`config.mk`:
```
export PLATFORM = sky130hd
export DESIGN_NAME = wts_timer_array
export DESIGN_NICKNAME = d
export VERILOG_FILES = /design/src/rtl/wts_timer_pkg.sv /design/src/rtl/wts_timer_unit.sv /design/src/rtl/wts_timer_array.sv
export SDC_FILE = /design/constraint.sdc
export NUM_CORES = 1
export LEC_CHECK = 0
export CAP_MARGIN = 5
export CORE_ASPECT_RATIO = 0.9
export CORE_UTILIZATION = 46
export CTS_CLUSTER_DIAMETER = 150
export DETAILED_ROUTE_END_ITERATION = 12
export MAX_ROUTING_LAYER = met4
export PLACE_DENSITY = 0.81
export RECOVER_POWER = 100
export SYNTH_ARGS = -nofsm -noshare
export SYNTH_HDL_FRONTEND = slang
export SYNTH_SLANG_ARGS = --single-unit
```
`constraint.sdc`:
```
create_clock -name clk -period 1.7 [get_ports clk]
set_input_delay 0.34 -clock clk [delete_from_list [all_inputs] [get_ports clk]]
set_output_delay 0.34 -clock clk [all_outputs]
set_load 0.02 [all_outputs]
```
`src/rtl/wts_timer_pkg.sv`:
```
// wts_timer_pkg: shared definitions for the wave-table timer array.
//   - tmr_state_e : per-timer FSM state encoding
//   - DEF_ADDR_W  : default trigger address width
//   - DEF_CNT_W   : default saturating event counter width
package wts_timer_pkg;

    typedef enum logic [1:0] {
        TMR_DISABLED = 2'd0,
        TMR_ARMED    = 2'd1,
        TMR_LOCKED   = 2'd2
    } tmr_state_e;

    localparam int DEF_ADDR_W = 2;
    localparam int DEF_CNT_W  = 4;

endpackage

```
`src/rtl/wts_timer_unit.sv`:
```
// wts_timer_unit: one event timer (FSM, per-address flags, saturating
// counter, optional sticky overrun flag).
// Optional feature macro: WTS_TIMER_OVERRUN_EN (overrun tracking; when
// undefined, overrun is tied to 0).
// Ports:
//   clk, reset : clock, synchronous active-high reset
//   trigger    : one-cycle event pulse
//   address    : event address selecting the flag to set
//   enable     : level, 1 = timer enabled
//   oneshot    : level, 1 = lock after first accepted event
//   clear      : one-cycle pulse clearing flags/count/overrun and unlocking
//   status     : event flags
//   count      : accepted-event count (saturating)
//   overrun    : sticky overrun flag
//   state      : current FSM state (debug visibility)
module wts_timer_unit
    import wts_timer_pkg::*;
#(
    parameter int ADDR_W = DEF_ADDR_W,
    parameter int CNT_W  = DEF_CNT_W
) (
    input  logic                   clk,
    input  logic                   reset,
    input  logic                   trigger,
    input  logic [ADDR_W-1:0]      address,
    input  logic                   enable,
    input  logic                   oneshot,
    input  logic                   clear,
    output logic [(2**ADDR_W)-1:0] status,
    output logic [CNT_W-1:0]       count,
    output logic                   overrun,
    output tmr_state_e             state
);

    localparam int STATUS_W = 2**ADDR_W;
    localparam logic [CNT_W-1:0] CNT_MAX = '1;

    tmr_state_e          state_q, state_d;
    logic [STATUS_W-1:0] flags_q, flags_d;
    logic [CNT_W-1:0]    count_q, count_d;
    logic                accepted;

    // Clear acts before trigger evaluation, so a LOCKED timer being cleared
    // behaves as ARMED for a trigger arriving in the same cycle.
    always_comb begin
        accepted = trigger && ((state_q == TMR_ARMED) ||
                               ((state_q == TMR_LOCKED) && clear));
        flags_d  = clear ? '0 : flags_q;
        count_d  = clear ? '0 : count_q;
        if (accepted) begin
            flags_d[address] = 1'b1;
            if (count_d != CNT_MAX) begin
                count_d = count_d + 1'b1;
            end
        end

        state_d = state_q;
        case (state_q)
            TMR_DISABLED: begin
                if (enable) state_d = TMR_ARMED;
            end
            TMR_ARMED: begin
                if (!enable)                  state_d = TMR_DISABLED;
                else if (accepted && oneshot) state_d = TMR_LOCKED;
            end
            TMR_LOCKED: begin
                // oneshot is only re-evaluated once clear has unlocked the timer
                if (!enable)   state_d = TMR_DISABLED;
                else if (clear) state_d = (accepted && oneshot) ? TMR_LOCKED : TMR_ARMED;
            end
            default: state_d = TMR_DISABLED;
        endcase
    end

    always_ff @(posedge clk) begin
        if (reset) begin
            state_q <= TMR_DISABLED;
            flags_q <= '0;
            count_q <= '0;
        end else begin
            state_q <= state_d;
            flags_q <= flags_d;
            count_q <= count_d;
        end
    end

`ifdef WTS_TIMER_OVERRUN_EN
    logic overrun_q, overrun_d;

    // Overrun: a trigger lost to the lock, or an event landing on a flag
    // that is still set. A same-cycle clear wipes the old flags first.
    always_comb begin
        overrun_d = clear ? 1'b0 : overrun_q;
        if (!clear && ((trigger && (state_q == TMR_LOCKED)) ||
                       (accepted && flags_q[address]))) begin
            overrun_d = 1'b1;
        end
    end

    always_ff @(posedge clk) begin
        if (reset) overrun_q <= 1'b0;
        else       overrun_q <= overrun_d;
    end

    assign overrun = overrun_q;
`else
    assign overrun = 1'b0;
`endif

    assign status = flags_q;
    assign count  = count_q;
    assign state  = state_q;

endmodule

```
`src/rtl/wts_timer_array.sv`:
```
// wts_timer_array: NUM_TIMERS independent event timers sharing one
// active-low interrupt line.
// Optional feature macro: WTS_TIMER_OVERRUN_EN (per-timer overrun flags).
// Ports:
//   clk, reset        : clock, synchronous active-high reset
//   timer_trigger     : per-timer event pulse
//   timer_address     : per-timer event address, slice [i*ADDR_W +: ADDR_W]
//   reg_timer_enable  : per-timer enable level
//   reg_timer_oneshot : per-timer one-shot lock level
//   reg_timer_clear   : per-timer clear pulse
//   timer_status      : per-timer flags, slice [i*STATUS_W +: STATUS_W]
//   timer_count       : per-timer counts, slice [i*CNT_W +: CNT_W]
//   timer_overrun     : per-timer overrun flags
//   nint              : active-low interrupt
module wts_timer_array
    import wts_timer_pkg::*;
#(
    parameter int NUM_TIMERS = 2,
    parameter int ADDR_W     = DEF_ADDR_W,
    parameter int CNT_W      = DEF_CNT_W
) (
    input  logic                                clk,
    input  logic                                reset,
    input  logic [NUM_TIMERS-1:0]               timer_trigger,
    input  logic [NUM_TIMERS*ADDR_W-1:0]        timer_address,
    input  logic [NUM_TIMERS-1:0]               reg_timer_enable,
    input  logic [NUM_TIMERS-1:0]               reg_timer_oneshot,
    input  logic [NUM_TIMERS-1:0]               reg_timer_clear,
    output logic [NUM_TIMERS*(2**ADDR_W)-1:0]   timer_status,
    output logic [NUM_TIMERS*CNT_W-1:0]         timer_count,
    output logic [NUM_TIMERS-1:0]               timer_overrun,
    output logic                                nint
);

    localparam int STATUS_W = 2**ADDR_W;

    logic [NUM_TIMERS-1:0] timer_irq;
    // FSM state of every timer, kept for debug probes only
    tmr_state_e            timer_state_unused [NUM_TIMERS];

    for (genvar i = 0; i < NUM_TIMERS; i++) begin : g_timer
        wts_timer_unit #(
            .ADDR_W (ADDR_W),
            .CNT_W  (CNT_W)
        ) u_unit (
            .clk     (clk),
            .reset   (reset),
            .trigger (timer_trigger[i]),
            .address (timer_address[i*ADDR_W +: ADDR_W]),
            .enable  (reg_timer_enable[i]),
            .oneshot (reg_timer_oneshot[i]),
            .clear   (reg_timer_clear[i]),
            .status  (timer_status[i*STATUS_W +: STATUS_W]),
            .count   (timer_count[i*CNT_W +: CNT_W]),
            .overrun (timer_overrun[i]),
            .state   (timer_state_unused[i])
        );

        // Disabled timers keep their flags but are masked from the interrupt
        assign timer_irq[i] = (|timer_status[i*STATUS_W +: STATUS_W]) & reg_timer_enable[i];
    end

    assign nint = ~|timer_irq;

endmodule

```
Word level (Yosys, flattened, before mapping)
Index checks and enable logic that the tools add are counted.
{"block": "word_totals", "reg_bits": 20, "in_bits": 14, "out_inout_bits": 19, "elab_cells": 74}
{"block": "op_classes", "addsub": 2, "n_lt_le_gt_ge": 4, "n_eq_ne": 12, "n_mux": 28, "bitwise_logic": 4, "n_reduce_logical": 18}
{"operator": "2-to-1 mux 4 bit", "count": 10}
{"operator": "2-to-1 mux 2 bit", "count": 12}
{"operator": "inequality test 3 bit (second input constant)", "count": 4}
{"operator": "one-hot mux 2 bit (3 select lines)", "count": 2}
{"operator": "adder 4 x 1 -> 4 bit (second input constant)", "count": 2}
{"operator": "logical AND 1 bit", "count": 8}
{"operator": "inequality test 4 bit (second input constant)", "count": 2}
{"operator": "OR 4 bit", "count": 2}
{"operator": "OR reduction 4 bit", "count": 2}
{"operator": "< comparator 2 x 3 -> 1 bit (second input constant)", "count": 2}
{"operator": "AND reduction 3 bit", "count": 2}
{"operator": "demux 1 bit (select 2 bit)", "count": 2}
{"operator": "== test 2 x 1 -> 1 bit (second input constant)", "count": 2}
{"operator": "== test 2 bit (second input constant)", "count": 2}
{"operator": "greater-or-equal comparator 2 x 1 -> 1 bit (second input constant)", "count": 2}
{"operator": "zero test 2 bit", "count": 2}
{"operator": "inequality test 2 bit (second input constant)", "count": 2}
{"operator": "bitwise AND 1 bit", "count": 2}
{"operator": "logical OR 1 bit", "count": 2}
{"operator": "2-to-1 mux 1 bit", "count": 2}
{"operator": "OR reduction 2 bit", "count": 1}
{"operator": "zero test 1 bit", "count": 1}

Depth between registers and ports, before layout
Gate-level depths: netlist of run 1.
{"block": "logic_depth", "ltp_word": 9, "ltp_mapped": 6, "mapped_depth_nobuf": 5}

Hierarchy
A second synthesis of run 1 with hierarchy kept.
{"block": "hier_totals", "cells_unflattened": 128, "area_unflattened_um2": 1207.4}
{"mod": "wts_timer_unit at g_timer[0].u_unit", "instances": 1, "cells_per_inst": 62, "area_each_um2": 613.1, "seq_area_each_um2": 200.2}
{"mod": "wts_timer_unit at g_timer[1].u_unit", "instances": 1, "cells_per_inst": 63, "area_each_um2": 571.8, "seq_area_each_um2": 200.2}
{"mod": "wts_timer_array", "instances": 1, "cells_per_inst": 3, "area_each_um2": 22.5, "seq_area_each_um2": 0.0}

Worst setup path before layout of run 1
OpenSTA, ideal clock, no wires.
{"block": "synth_path", "kind": "register -> output", "start": "reg g_timer[1].u_unit.flags_q[1]", "end": "out nint", "arrival_ps": 1308, "required_ps": 1360, "slack_ps": 52, "stages_incl_launch_ff": 3, "n_path_buf": 0, "path_cell_list": "dfxtp_1 or4_1 a22oi_1"}
{"block": "synth_via", "elab_chain_cells": 4}
{"item": "start, declared", "line": "wts_timer_unit.sv:39", "source": "logic [STATUS_W-1:0] flags_q, flags_d;"}
{"item": "start signal, assigned", "line": "wts_timer_unit.sv:82", "source": "flags_q <= flags_d;"}
{"item": "OR reduction 4 bit", "line": "wts_timer_array.sv:60", "source": "assign timer_irq[i] = (|timer_status[i*STATUS_W +: STATUS_W]) & reg_timer_enable[i];"}
{"item": "bitwise AND 1 bit", "line": "wts_timer_array.sv:60"}
{"item": "OR reduction 2 bit", "line": "wts_timer_array.sv:63", "source": "assign nint = ~|timer_irq;"}
{"item": "zero test 1 bit", "line": "wts_timer_array.sv:63"}
{"item": "end, declared", "line": "wts_timer_array.sv:32", "source": "output logic nint"}
No other way between the ends.

Final worst setup path of run 1
{"block": "layout_path", "start": "reg g_timer[1].u_unit.flags_q[3]", "end": "out nint"}
The elaborated chain is that of the path after synthesis.

==> results.cfg, run 1 <==
[status]
outcome = finished with violations
violations = negative setup slack

[layout]
drive_above_1_share_pct = 20.2
layout.nets = 195
fill_cells = 197
multi_input_comb_area_um2 = 671
diodes = 0
register_area_um2 = 402
syn_to_final_growth_pct = 41.0

[clock_tree]
cts.sinks = 20
htree_levels = 1
cts-buffers-inserted = 3
clockBufferDepth = 2
post-cts-setup-buffers = 0
ctsHoldBuffers = 0
cts-root-buf = clkbuf_4
worst_skew_pair.late_latency_ns = 0.30
cts_tree = built
path_clk_slew_ns = 0.11

[synth]
synthDistinctLibCells = 33
synth_warnings = 0
yosys_register_bits = 20
synth.avg_cell_area_um2 = 8.80
syn_area_um2 = 1130
synth_seq_area_share_pct = 35.6
netlist_instances = 128

[place]
port_buffers = 30
post-dp-hpwl_um = 1990
pre_cts_ws_ns = -0.278
place_congestion = 0.842

[routing]
via_per_inst = 5.44
drt-met1-wl_um = 1250
wl_met2_um = 1210
wl_per_cell_um = 12.7
num_vias = 1115
met3_wirelength_um = 113
top_layer_used = met4
ant_nets = 0
drtPass1Iterations = 4
wl_um = 2610
dr.first_iter.drc_count = 22
drc = 0

[power]
p_leak_uw = 0.000672
power_density_nw_per_um2 = 576
vdd_ir_drop_max_mv = 0.577

[global_routing]
grt_pass1_vias = 1064
globalRouteOverflowTotal = 0
grtUsageTotal_pct = 23.5
grt_pass1_wl_um = 4520
grt_max_degree = 21
antenna_found_initial = 0

[floorplan]
die_area_um2 = 2650
core-area_um2 = 2240
rows = 16
start_util_pct = 50.2
fp.dieW_um = 54.2
ios = 33
die_height_um = 48.9

[timing]
hold_viol_final = 0
skew_ns = 0.00337
fmaxAchievable_ghz = 0.547
fin_setup_tns_ns = -0.130
fin_crit_ns = 1.83
final-setup-viol-count = 2
rsz0062_at_grt = true
slew_viol_final = 0
setup_ws_ns = -0.127
fin_crit_sh_pct = 107

[worst_setup_path]
cp_data_arrival_time_ns = 1.49
critPathRequiredTime_ns = 1.36
r2r.worst_path.cells = 5
critPathMaxFanout = 2
critPathKind = reg2out
end_kind = primary output
crit_path_end = nint
r2r-end = g_timer[1].u_unit.count[0]
r2r_start = g_timer[1].u_unit.count[0]
startpoint_type = flip-flop
ff2ff_setup_slack_ns = 0.24
startpoint = g_timer[1].u_unit.status[3]

[flow_run]
max-cap-violations = 0

[min_path]
min_from = g_timer[1].u_unit.count[2]
hold_class = reg2reg
-- worst min-delay path by stage --
| stage | end | slack, ns | cells past startpoint |
|---|---|---|---|
| 6_report | g_timer[1].u_unit.count[2] | 0.53 | 2 |
| 3_5_place_dp | g_timer[1].u_unit.count[2] | 0.52 | 2 |
| 2_1_floorplan | g_timer[0].u_unit.state[1] | 0.48 | 2 |
| 3_3_place_gp | g_timer[1].u_unit.state[1] | 0.51 | 2 |
| 4_1_cts | g_timer[1].u_unit.count[2] | 0.53 | 2 |
| 5_1_grt | g_timer[1].u_unit.count[2] | 0.56 | 2 |
-- worst max-delay path: stages, from the launching register on --
cell     delay (ns)
dfxtp_2        0.33
or4_4          0.53
a22oi_2        0.17
buf_4          0.16
-- power breakdown --
| group | switching [µW] | internal, µW |
|---|---|---|
| clock | 148 | 131 |
| sequential | 6.34 | 477 |
| combinational | 67.0 | 85.2 |
-- routing by layer --
metal | track usage (%) | vias up
li1 | - | 563
met1 | 29.3 | 524
met2 | 37.2 | 23
met3 | 5.61 | 5
met4 | 6.41 | 0
met5 | - | -
-- cell type report --
cell class / instances / share of cell area, %
multi-input combinational: 98 / 42.2
tap: 27 / 2.13
timing repair buffer: 54 / 27.6
sequential: 20 / 25.3
clock buffer: 4 / 2.29
inverter: 2 / 0.473
-- kinds of logic after synthesis --
family	Yosys count	synth area share, %
muxes	2	2.67
buffers and inverters	11	6.33
and+or+nand+nor	47	27.0
adders and majority gates	2	2.22
other	1	0.333
DFF	20	35.6
AOI/OAI and AO/OA	45	25.9
-- through the flow --
stage | cells | hold slack [ns] | instance area (µm²) | utilization [%] | total power [µW]
3_3_place_gp | 201 | 0.506 | 1590 | 71.0 | 642
4_1_cts | 205 | 0.534 | 1630 | 72.5 | 927
2_1_floorplan | 129 | 0.484 | 1130 | - | 569
3_5_place_dp | 201 | 0.519 | 1590 | 71.0 | 647
6_report | 205 | 0.531 | 1590 | 70.8 | 914
5_1_grt | 205 | 0.560 | 1590 | 70.8 | 957
-- cells in the final DEF (no fill, tap or decap), types with 2 or more instances in the layout --
master and count:
a21oi_1 20, dfxtp_1 19, clkdlybuf4s50_1 15, nor2b_1 11
buf_4 11, clkbuf_4 10, dlygate4sd2_1 9, clkbuf_1 9
nand2_1 8, o21ai_0 8, nand2b_1 6, and4b_1 4
o211ai_1 4, nand4b_1 4, nor2_1 4, or4_4 2
and2b_1 2, inv_1 2, a21bo_2 2, nand3b_1 2
o21ba_2 2, a41o_1 2, a21bo_1 2, o21ai_2 2
mux2_4 2, ha_1 2, conb_1 2, dlygate4sd3_1 2
-- flip-flops by register name, indices dropped and copies added, names as in the netlist --
register,cells
g_timer.u_unit.count,8
g_timer.u_unit.status,8
g_timer.u_unit.state,4
-- cell usage after synthesis (all sizes together) --
cell type / number / area, µm²
a21oi: 20 / 100
dfxtp: 20 / 400
nor2b: 11 / 68.8
o21ai: 10 / 57.6
buf: 8 / 60.1
nand2: 8 / 30.0
nand2b: 6 / 37.5
a21bo: 4 / 40.0
and4b: 4 / 40.0
nand4b: 4 / 35.0
nor2: 4 / 15.0
o211ai: 4 / 30.0
a41o: 2 / 20.0
and2b: 2 / 15.0
and3b: 2 / 18.8
ha: 2 / 25.0
inv: 2 / 7.51
mux2: 2 / 30.0
nand3b: 2 / 15.0
o21ba: 2 / 20.0
or4: 2 / 15.0
a21boi: 1 / 7.51
a22oi: 1 / 7.51
a311oi: 1 / 8.76
clkbuf: 1 / 3.75
conb: 1 / 3.75
nand4: 1 / 6.26
nor3b: 1 / 7.51
-- repair_timing --
item,4_1_cts,5_1_grt
cloned,0,0
resized for setup,17,4
endpoints found under the setup margin,9,4
pin swaps,2,0
(Power assumes the default switching activity.)
==> inputs of run 2 (changes only) <==
--- a/config.mk
+++ b/config.mk
@@ -5,14 +5,12 @@
 export SDC_FILE = /design/constraint.sdc
 export NUM_CORES = 1
 export LEC_CHECK = 0
-export CAP_MARGIN = 5
 export CORE_ASPECT_RATIO = 0.9
 export CORE_UTILIZATION = 46
 export CTS_CLUSTER_DIAMETER = 150
 export DETAILED_ROUTE_END_ITERATION = 12
 export MAX_ROUTING_LAYER = met4
 export PLACE_DENSITY = 0.81
-export RECOVER_POWER = 100
 export SYNTH_ARGS = -nofsm -noshare
 export SYNTH_HDL_FRONTEND = slang
 export SYNTH_SLANG_ARGS = --single-unit
==> run 2 against run 1 <==
The run still ends with negative setup slack left; clock skew grew 0.0010 ns; total power up 0.34%; register-to-register slack about the same; design area up 3.1%; count of clock-buffer cells in the layout unchanged; combinational power barely moved; highest routed layer unchanged.
==> results.cfg, run 2 (synthesis gave the netlist of run 1 again) <==
[status]
outcome = finished with violations
violations = negative setup slack

[routing]
via_per_inst = 5.44
drc = 0
wl_per_cell_um = 12.8
num_vias = 1115
dr.first_iter.drc_count = 18
drtPass1Iterations = 4
ant_nets = 0
wl_um = 2630

[floorplan]
die_area_um2 = 2650
die_height_um = 48.9
fp.dieW_um = 54.2
start_util_pct = 50.2
ios = 33
rows = 16
core-area_um2 = 2240

[power]
p_comb_share_pct = 17.0
vdd_ir_drop_max_mv = 0.577
p_sw_uw = 221
clkPwrFrac_pct = 30.4
sw_frac_of_total_pct = 24.1
p_int_uw = 696
p_seq_share_pct = 52.7
p_leak_uw = 0.000762
power_density_nw_per_um2 = 560

[flow_run]
max-cap-violations = 0

[timing]
final-setup-viol-count = 1
slew_viol_final = 0
fin_setup_tns_ns = -0.127
fmaxAchievable_ghz = 0.547
setup_ws_ns = -0.127
hold_viol_final = 0
fin_crit_sh_pct = 107
skew_ns = 0.00437
rsz0062_at_grt = true
fin_crit_ns = 1.83

[global_routing]
globalRouteOverflowTotal = 0
antenna_found_initial = 0
grt_pass1_wl_um = 4520
grt_pass1_vias = 1064
grtUsageTotal_pct = 23.5
grt_max_degree = 21

[layout]
multi_input_comb_area_um2 = 671
final_cell_mix = 24 x buf_4, 20 x a21oi_1, 19 x dfxtp_1, 17 x clkdlybuf4s50_1, 11 x nor2b_1
register_area_um2 = 402
drive_above_1_share_pct = 23.6
mostFrequentLayoutCell = buf_4
stdcell_area_um2 = 1640
diodes = 0
stdcell_count = 205
layout.nets = 195
syn_to_final_growth_pct = 45.3
fill_cells = 190

[worst_setup_path]
critPathMaxFanout = 2
ff2ff_setup_slack_ns = 0.23
end_kind = primary output
path_delay_family = simple AND/OR/NAND/NOR gates
critPathKind = reg2out
r2r-end = g_timer[1].u_unit.count[0]
r2r_start = g_timer[1].u_unit.count[0]
r2r.worst_path.cells = 5
cp_data_arrival_time_ns = 1.49
worst_path_max_delay_cell = or4_4
critPathRequiredTime_ns = 1.36
crit_cells = 3
startpoint_type = flip-flop
crit_chain = or4_4 -> a22oi_2 -> buf_4
critPathBufInv = 1
cp_slowest_stage_delay_ns = 0.53

[place]
post-dp-hpwl_um = 1990
port_buffers = 30
place_congestion = 0.842
placed_area_um2 = 1590
dp_cells = 201

[min_path]
min_delay_path_depth = 2
min_from = g_timer[1].u_unit.count[2]
hold_class = reg2reg
hold_end = g_timer[1].u_unit.count[2]

[clock_tree]
post-cts-setup-buffers = 0
htree_levels = 1
worst_skew_pair.late_latency_ns = 0.30
ctsHoldBuffers = 0
cts_tree = built
cts-buffers-inserted = 3
path_clk_slew_ns = 0.11
cts-root-buf = clkbuf_4
cts.sinks = 20
clockBufferDepth = 2
run 2: metrics by stage:
| stage | util [%] | power (µW) | hold slack, ns | worst slack [ns] |
|---|---|---|---|---|
| after floorplan | - | 569 | 0.484 | 0.0520 |
| after detailed placement | 71.0 | 647 | 0.519 | -0.278 |
| after CTS | 72.5 | 927 | 0.534 | -0.139 |
| final | 73.0 | 917 | 0.531 | -0.127 |
| after global routing | 73.0 | 960 | 0.560 | -0.182 |
| after global placement | 71.0 | 642 | 0.506 | -0.267 |
run 2: area by class of cell:
class	count	area share, %
clock buffer	4	2.22
sequential	20	24.5
timing repair buffer	54	29.7
tap	27	2.06
inverter	2	0.459
multi-input combinational	98	41.0
run 2: how the worst max path moves through the flow:
stage | to | start | slack (ns)
2_1_floorplan | nint | g_timer[1].u_unit.status[1] | 0.05
3_3_place_gp | nint | g_timer[1].u_unit.status[1] | -0.27
3_5_place_dp | nint | g_timer[1].u_unit.status[1] | -0.28
4_1_cts | nint | g_timer[1].u_unit.status[3] | -0.14
5_1_grt | nint | g_timer[1].u_unit.status[3] | -0.18
6_report | nint | g_timer[1].u_unit.status[3] | -0.13
run 2: power groups by stage:
stage	combinational [µW]	sequential, µW	clock [µW]
6_report	155	483	279
3_3_place_gp	150	493	0
5_1_grt	167	485	308
3_5_place_dp	154	493	0
2_1_floorplan	69.9	499	0
4_1_cts	155	483	290
run 2: tightest hold or removal path, stage by stage (launching register included):
cell and delay (ns):
dfxtp_1 0.37, nand2_1 0.08, a21oi_1 0.05
run 2: repair_timing:
| action | in CTS | in global routing |
|---|---|---|
| endpoints found under the hold margin | 0 | 0 |
| setup endpoints to repair | 9 | 4 |
| gates resized for setup | 17 | 4 |
| pin swaps | 2 | 0 |
run 2: routing by layer:
| layer | up-vias | part of all wire (%) | GRT usage, % |
|---|---|---|---|
| li1 | 563 | - | - |
| met1 | 520 | 48 | 29.3 |
| met2 | 27 | 46 | 37.2 |
| met3 | 5 | 4.4 | 5.61 |
| met4 | 0 | 1.3 | 6.41 |
| met5 | - | 0 | - |
==> inputs of run 3 (changes only) <==
--- a/config.mk
+++ b/config.mk
@@ -5,12 +5,14 @@
 export SDC_FILE = /design/constraint.sdc
 export NUM_CORES = 1
 export LEC_CHECK = 0
+export CAP_MARGIN = 20
 export CORE_ASPECT_RATIO = 0.9
 export CORE_UTILIZATION = 46
 export CTS_CLUSTER_DIAMETER = 150
 export DETAILED_ROUTE_END_ITERATION = 12
+export GPL_TIMING_DRIVEN = 1
 export MAX_ROUTING_LAYER = met4
-export PLACE_DENSITY = 0.81
+export PLACE_DENSITY = 0.78
 export SYNTH_ARGS = -nofsm -noshare
 export SYNTH_HDL_FRONTEND = slang
 export SYNTH_SLANG_ARGS = --single-unit
==> run 3 against run 2 <==
Total power grew 0.85%; non-clock buffer count is the same; register-to-register slack is essentially flat; flip-flop and latch count is the same; count of clock-buffer cells in the layout is the same; sequential power is essentially flat; global-route usage shrank 2.5 points; hold slack gained 0.011 ns; highest routed layer unchanged; first-iteration DRC count is the same; clock skew grew 0.0031 ns; wire length shrank 2.9%; the flow still finishes with violations (negative setup slack); maximum frequency shrank 1.1%.
==> results.cfg, run 3 (synthesis gave the netlist of run 1 again) <==
[layout]
layout.nets = 195
final_cell_mix = 24 x buf_4, 20 x a21oi_1, 19 x dfxtp_1, 17 x clkdlybuf4s50_1
mostFrequentLayoutCell = buf_4
syn_to_final_growth_pct = 45.7
fill_cells = 191
diodes = 0
drive_above_1_share_pct = 24.7

[worst_setup_path]
cp_slowest_stage_delay_ns = 0.53
startpoint_type = flip-flop
end_kind = primary output
critPathRequiredTime_ns = 1.36
crit_chain = or4_4 -> a22oi_2 -> buf_4
worst_path_max_delay_cell = or4_4
cp_data_arrival_time_ns = 1.51
critPathMaxFanout = 2
critPathKind = reg2out

[timing]
whs_ns = 0.542
final-setup-viol-count = 1
hold_viol_final = 0
fin_crit_sh_pct = 109
skew_ns = 0.00743
fin_crit_ns = 1.85
setup_ws_ns = -0.148
fmaxAchievable_ghz = 0.541
rsz0062_at_grt = true
slew_viol_final = 0

[clock_tree]
cts-root-buf = clkbuf_4
path_clk_slew_ns = 0.12
cts_tree = built
ctsHoldBuffers = 0
post-cts-setup-buffers = 0
cts.sinks = 20
htree_levels = 1
cts-buffers-inserted = 3
clockBufferDepth = 2
worst_skew_pair.late_latency_ns = 0.31

[power]
p_leak_uw = 0.000760
p_seq_share_pct = 52.2
p_sw_uw = 229
sw_frac_of_total_pct = 24.7
power_density_nw_per_um2 = 564
vdd_ir_drop_max_mv = 0.641
clkPwrFrac_pct = 31.0
p_int_uw = 696
p_total_uw = 925
p_comb_share_pct = 16.8

[place]
place_congestion = 0.779
post-dp-hpwl_um = 1900
port_buffers = 30

[global_routing]
grt_pass1_vias = 891
antenna_found_initial = 0
grtUsageTotal_pct = 21.0
grt_pass1_wl_um = 4060
grt_max_degree = 21
globalRouteOverflowTotal = 0

[floorplan]
die_area_um2 = 2650
die_height_um = 48.9
rows = 16
fp.dieW_um = 54.2
ios = 33
start_util_pct = 50.2
core-area_um2 = 2240

[routing]
top_layer_used = met4
wl_um = 2550
via_per_inst = 5.31
dr.first_iter.drc_count = 18
drtPass1Iterations = 5
wl_met2_um = 1100
wl_per_cell_um = 12.5
drc = 0
drt-met1-wl_um = 1320
met3_wirelength_um = 126
ant_nets = 0
num_vias = 1088

[min_path]
hold_class = reg2reg

[flow_run]
max-cap-violations = 0

[status]
outcome = finished with violations
violations = negative setup slack
-- run 3: worst max-delay path, delay by kind of cell, from the launching register on --
family / cells / cell delay [ns]
flip-flops: 1 / 0.33
AND/OR/NAND/NOR: 1 / 0.53
buffers and inverters: 1 / 0.16
AO/OA/AOI/OAI: 1 / 0.18
-- run 3: layout make-up --
class | instances | area, µm² | share of cell area [%]
inverters | 2 | 7.51 | 0.458
clock buffers | 4 | 36.3 | 2.21
multi-input cells | 98 | 674 | 41.1
well taps | 27 | 33.8 | 2.06
flip-flops and latches | 20 | 402 | 24.5
repair buffers | 54 | 487 | 29.7
-- run 3: power groups by stage --
| stage | logic, µW | registers, µW | clock network (µW) |
|---|---|---|---|
| after floorplan | 69.9 | 499 | 0 |
| after global placement | 151 | 493 | 0 |
| after detailed placement | 153 | 493 | 0 |
| after CTS | 153 | 483 | 295 |
| after global routing | 166 | 485 | 317 |
| final | 156 | 483 | 287 |
-- run 3: what timing repair did --
| action | CTS | global route |
|---|---|---|
| gates resized for setup | 14 | 9 |
| endpoints found under the hold margin | 0 | 0 |
| endpoints found under the setup margin | 10 | 5 |
| pin swaps | 2 | 1 |
-- run 3: metal layers --
metal	GRT usage [%]	up-vias
met5	-	-
met4	2.56	0
met3	6.54	2
met2	29.3	28
met1	30.5	498
li1	-	560
-- run 3: worst paths after layout --
check / cells after the start / endpoint / start / slack [ns]
worst max-delay path: 3 / nint / g_timer[1].u_unit.status[0] / -0.15
worst min-delay path: 2 / g_timer[1].u_unit.count[2] / g_timer[1].u_unit.count[2] / 0.54
worst max register to register: 5 / g_timer[1].u_unit.count[0] / g_timer[1].u_unit.count[0] / 0.24
worst min register to register: 2 / g_timer[1].u_unit.count[2] / g_timer[1].u_unit.count[2] / 0.54
-- run 3: stage by stage --
step | worst slack [ns] | area, µm² | instances | utilization [%] | TNS [ns]
final | -0.148 | 1640 | 205 | 73.2 | -0.148
after global routing | -0.211 | 1640 | 205 | 73.2 | -0.211
after CTS | -0.167 | 1620 | 205 | 72.0 | -0.167
after detailed placement | -0.245 | 1590 | 201 | 71.0 | -1.30
after global placement | -0.266 | 1590 | 201 | 71.0 | -1.08
after floorplan | 0.0520 | 1130 | 129 | - | 0
